File: src/rtl/commit_unit.sv
`default_nettype none
// ============================================================================
//  Module      : commit_unit
//  Description : In-order commit stage. Buffers execute results in a small
//                FIFO, retires the head every cycle while running, writes the
//                register file, reports exceptions and requests a pipeline
//                flush that is held until the front end acknowledges it.
//  Revision    : 1.0 - initial release
// ============================================================================
module commit_unit #(
    parameter int DEPTH = 4
) (
    input  logic        clk,
    input  logic        resetn,
    input  logic        in_valid,
    output logic        in_ready,
    input  logic [31:0] in_pc,
    input  logic [4:0]  in_target_id,
    input  logic [31:0] in_value,
    input  logic        in_wen,
    input  logic        in_exc,
    input  logic [4:0]  in_exc_code,
    output logic        rf_we,
    output logic [4:0]  rf_waddr,
    output logic [31:0] rf_wdata,
    output logic        exc_valid,
    output logic [4:0]  exc_code,
    output logic [31:0] exc_pc,
    output logic        flush,
    input  logic        flush_ack,
    output logic [31:0] commit_count
);

    localparam int c_aw = (DEPTH > 1) ? $clog2(DEPTH) : 1;
    localparam logic [c_aw:0]   c_cnt_one  = (c_aw+1)'(1);
    localparam logic [c_aw:0]   c_cnt_full = (c_aw+1)'(DEPTH);
    localparam logic [c_aw-1:0] c_ptr_one  = c_aw'(1);

    typedef enum logic [0:0] {
        ST_RUN   = 1'b0,
        ST_FLUSH = 1'b1
    } state_t;

    typedef struct packed {
        logic [31:0] pc;
        logic [4:0]  id;
        logic [31:0] value;
        logic        wen;
        logic        exc;
        logic [4:0]  exc_code;
    } entry_t;

    state_t          state_q, state_d;
    logic [c_aw-1:0] wr_ptr_q, wr_ptr_d;
    logic [c_aw-1:0] rd_ptr_q, rd_ptr_d;
    logic [c_aw:0]   cnt_q, cnt_d;
    logic            rf_we_q, rf_we_d;
    logic [4:0]      rf_waddr_q, rf_waddr_d;
    logic [31:0]     rf_wdata_q, rf_wdata_d;
    logic            exc_valid_q, exc_valid_d;
    logic [4:0]      exc_code_q, exc_code_d;
    logic [31:0]     exc_pc_q, exc_pc_d;
    logic [31:0]     commit_count_q, commit_count_d;

    entry_t          fifo_mem [DEPTH];
    entry_t          head;
    logic            push;
    logic            discard;

    assign in_ready     = (state_q == ST_RUN) && (cnt_q < c_cnt_full);
    assign push         = in_valid && in_ready;
    assign head         = fifo_mem[rd_ptr_q];
    assign flush        = (state_q == ST_FLUSH);
    assign rf_we        = rf_we_q;
    assign rf_waddr     = rf_waddr_q;
    assign rf_wdata     = rf_wdata_q;
    assign exc_valid    = exc_valid_q;
    assign exc_code     = exc_code_q;
    assign exc_pc       = exc_pc_q;
    assign commit_count = commit_count_q;

    // Entry storage; needs no reset because occupancy alone defines validity.
    always_ff @(posedge clk) begin
        if (push) begin
            fifo_mem[wr_ptr_q] <= '{pc: in_pc, id: in_target_id, value: in_value,
                                    wen: in_wen, exc: in_exc, exc_code: in_exc_code};
        end
    end

    // Next-state: retire head, handle faults, accept new entries, leave flush.
    always_comb begin
        state_d        = state_q;
        wr_ptr_d       = wr_ptr_q;
        rd_ptr_d       = rd_ptr_q;
        cnt_d          = cnt_q;
        rf_we_d        = 1'b0;
        rf_waddr_d     = rf_waddr_q;
        rf_wdata_d     = rf_wdata_q;
        exc_valid_d    = 1'b0;
        exc_code_d     = exc_code_q;
        exc_pc_d       = exc_pc_q;
        commit_count_d = commit_count_q;
        discard        = 1'b0;

        case (state_q)
            ST_RUN: begin
                if (cnt_q != '0) begin
                    if (head.exc) begin
                        // Faulting head: report it and drop every younger entry,
                        // including one accepted on this same edge.
                        exc_valid_d = 1'b1;
                        exc_code_d  = head.exc_code;
                        exc_pc_d    = head.pc;
                        state_d     = ST_FLUSH;
                        wr_ptr_d    = '0;
                        rd_ptr_d    = '0;
                        cnt_d       = '0;
                        discard     = 1'b1;
                    end else begin
                        rf_we_d        = head.wen && (head.id != 5'd0);
                        rf_waddr_d     = head.id;
                        rf_wdata_d     = head.value;
                        commit_count_d = commit_count_q + 32'd1;
                        rd_ptr_d       = rd_ptr_q + c_ptr_one;
                        cnt_d          = cnt_q - c_cnt_one;
                    end
                end
                if (push && !discard) begin
                    wr_ptr_d = wr_ptr_q + c_ptr_one;
                    cnt_d    = cnt_d + c_cnt_one;
                end
            end
            ST_FLUSH: begin
                if (flush_ack) begin
                    state_d = ST_RUN;
                end
            end
            default: begin
                state_d = ST_RUN;
            end
        endcase
    end

    // State, pointers and registered commit outputs.
    always_ff @(posedge clk or negedge resetn) begin
        if (!resetn) begin
            state_q        <= ST_RUN;
            wr_ptr_q       <= '0;
            rd_ptr_q       <= '0;
            cnt_q          <= '0;
            rf_we_q        <= 1'b0;
            rf_waddr_q     <= 5'd0;
            rf_wdata_q     <= 32'd0;
            exc_valid_q    <= 1'b0;
            exc_code_q     <= 5'd0;
            exc_pc_q       <= 32'd0;
            commit_count_q <= 32'd0;
        end else begin
            state_q        <= state_d;
            wr_ptr_q       <= wr_ptr_d;
            rd_ptr_q       <= rd_ptr_d;
            cnt_q          <= cnt_d;
            rf_we_q        <= rf_we_d;
            rf_waddr_q     <= rf_waddr_d;
            rf_wdata_q     <= rf_wdata_d;
            exc_valid_q    <= exc_valid_d;
            exc_code_q     <= exc_code_d;
            exc_pc_q       <= exc_pc_d;
            commit_count_q <= commit_count_d;
        end
    end

endmodule
`default_nettype wire

File: config.mk
export PLATFORM = sky130hd
export DESIGN_NAME = commit_unit
export DESIGN_NICKNAME = d
export VERILOG_FILES = /design/src/rtl/commit_unit.sv
export SDC_FILE = /design/constraint.sdc
export NUM_CORES = 1
export LEC_CHECK = 0
export BUFFER_PORTS_ARGS = -buffer_cell sky130_fd_sc_hd__buf_2
export CORE_AREA = 2 2 168 170
export DETAILED_ROUTE_END_ITERATION = 12
export DIE_AREA = 0 0 170 172
export PLACE_DENSITY = 0.91
export SYNTH_ARGS = -nofsm -noshare
export SYNTH_HDL_FRONTEND = slang
export SYNTH_SLANG_ARGS = --single-unit
File: constraint.sdc
create_clock -name clk -period 3.85 [get_ports clk]
set_input_delay 0.1925 -clock clk [delete_from_list [all_inputs] [get_ports clk]]
set_output_delay 0.1925 -clock clk [all_outputs]
set_load 0.005 [all_outputs]
==> impl_metrics.toml <==
[synth]
synthTopCellsByArea = "edfxtp_1 58%, dfrtp_1 18%, mux4_2 11%, mux2_2 5.4%, xnor2_1 1.2%"
synth.top_cell.area_share = 0.580
syn-cell-area_sq_um = 15700
synth-main-ff-cell = "edfxtp_1"
ys_ff_latch = 420
synth_nets = 839
yosys_warnings = 0
synth_top_cell_by_area = "edfxtp_1"
synth-edff-count = 304
async_reset_ff_frac = 0.276
synth_cell_types = 38
ys_seq_area_frac = 0.765
syn_avg_cell_area_sq_um = 21.0
netlist_instances = 751

[min_path]
hold_path_class = "in2reg"

[grt]
grt_pass1_wl_mm = 50.1
grt_max_degree = 96
grt_pass1_vias = 8874
grt-ovfl-total = 0
antenna_found_initial = 0
track_usage = 0.230

[layout]
post-route-util = 0.703
layout_commonest_cell = "edfxtp_1"
layout-drive-gt1-share = 0.402
antennaDiodeCount = 0
area_delta_synth_final_pct = 22.8
final_area_sq_um = 19300
nNetsFinal = 1135
fin_cells = 1427
final_cell_mix = "304 x edfxtp_1, 188 x buf_2, 114 x dfrtp_1"

[power]
power_uw = 13900
irDropWorstVdd_v = 0.000501
power_density_nw_per_um2 = 719
p_leak_uw = 0.00723

[floorplanning]
rows = 61
start_util = 0.573
die_x_um = 170
dieArea_sq_um = 29200
core_area_sq_um = 27500
ioPinCount = 190
die_y_um = 172

[sta]
fin_crit_ns = 2.72
hold_viol = 0
fin_setup_tns_ns = 0
rsz0062_at_grt = "no"
slew_violations = 0
tightest_slew_ns = 0.974
fin_skew_ns = 0.0184
finalSetupViolCount = 0
period_share = 0.706
relSlewSlack = 0.350
fmax_mhz = 368

[cts]
htreeDepth = 2
cts.path.max_buffers = 3
clk_latency_ns = 0.54
clk_pin_slew_ns = 0.06
root_buffer = "clkbuf_16"
cts_setup_buffers = 0
numCtsBuffers = 42
cts_hold_buf = 78
cts_tree = "yes"
cts_resized = 0
clock_sinks = 420

[route]
wirelength_mm = 32.7
drtPass1Iterations = 5
drt_first_iter_violations = 585
remaining_drc_errors = 0
vias = 8245
wl_per_cell_um = 22.9
via_per_inst = 5.78
final_antenna_net_count = 0

[worst_setup_path]
start_kind = "register"
cp.required_ns = 4.26
cp.arrival_ns = 3.13
crit_path_end_kind = "register"
ff2ff_setup_slack_ns = 1.13
path_max_fanout = 19
critPathKind = "reg2reg"

[placed_design]
hpwl_mm = 18.3
place.gp.congestion = 0.772
place_area_sq_um = 17200
dp_cells = 1271
io_buffer_count = 189

[run_status]
status = "complete, no violations"

[run]
drv_cap = 0
where the power goes:
group          switching (uW)  internal, uW  total [uW]  leakage [uW]
Combinational            1750          1920        3680       0.00236
Clock                    1700          2350        4050      0.000685
Sequential                449          5720        6170       0.00419
worst paths after layout:
| check | end | depth (start not counted) | startpoint |
|---|---|---|---|
| worst max register to register | commit_count[23] | 8 | cnt_q[0] |
| max in group asynchronous | rf_wdata[27] | 3 | resetn |
| min in group asynchronous | commit_count[22] | 2 | resetn |
| worst min register to register | commit_count[31] | 1 | commit_count[31] |
| worst min-delay path | wr_ptr_q[0] | 4 | in_valid |
| worst max-delay path | commit_count[23] | 8 | cnt_q[0] |
layer usage:
layer / wire length, um / GRT usage / vias to the layer above
met2: 17600 / 0.418 / 329
met4: 848 / 0.0758 / 0
met5: 0 / 0 / -
met1: 12200 / 0.275 / 4280
met3: 1980 / 0.0504 / 50
li1: - / - / 3586
cells in the mapped netlist (2+ instances only):
cell / n
nor2_1: 11
dfrtp_1: 116
mux2_4: 3
and4_1: 4
mux2_2: 75
ha_1: 8
xnor2_1: 22
nand2_1: 20
edfxtp_1: 304
nor3_2: 2
nor4_4: 2
inv_1: 9
and2_1: 3
a211oi_1: 2
nor4_1: 2
nand2b_1: 3
nand3_1: 15
xor2_1: 9
clkbuf_1: 17
buf_2: 9
nand4_1: 4
and3_1: 10
mux4_2: 75
o21ai_0: 7
a21oi_1: 6
layout make-up:
type	instances	area (sq um)
flip-flops and latches	420	12000
fillers	1621	8150
multi-input cells	294	3560
repair buffers	280	1870
clock buffers	55	1160
well taps	346	433
clock inverters	23	226
inverters	9	33.8
registers in the layout, indices dropped and copies added (netlist names), 3 cells and up:
register      flops
exc_pc           32
commit_count     32
rf_waddr          5
fifo_mem        304
rf_wdata         32
cnt_q             3
exc_code          5
through the flow:
step / setup WS (ns) / hold WS (ns)
after floorplan: 0.834 / -0.103
after global routing: 0.902 / 0.202
after CTS: 1.13 / 0.150
final: 1.13 / 0.180
after global placement: 1.23 / 0.378
after detailed placement: 1.16 / 0.387
critical path: stages (launching register included):
cell	delay [ns]
dfrtp_1	0.36
inv_1	0.07
ha_1	0.20
ha_1	0.29
or3b_1	0.40
o22a_2	0.40
nor4_4	0.54
nand4_1	0.18
xnor2_1	0.16
logic make-up after synthesis:
group | count (synthesis) | synth area share
xor+xnor | 31 | 0.0173
flops | 420 | 0.765
compound gates | 20 | 0.00755
fa+ha+maj | 8 | 0.00636
buf+inv | 37 | 0.0103
simple gates | 81 | 0.0295
mux | 154 | 0.165
Power figures use the tool's default switching activity.
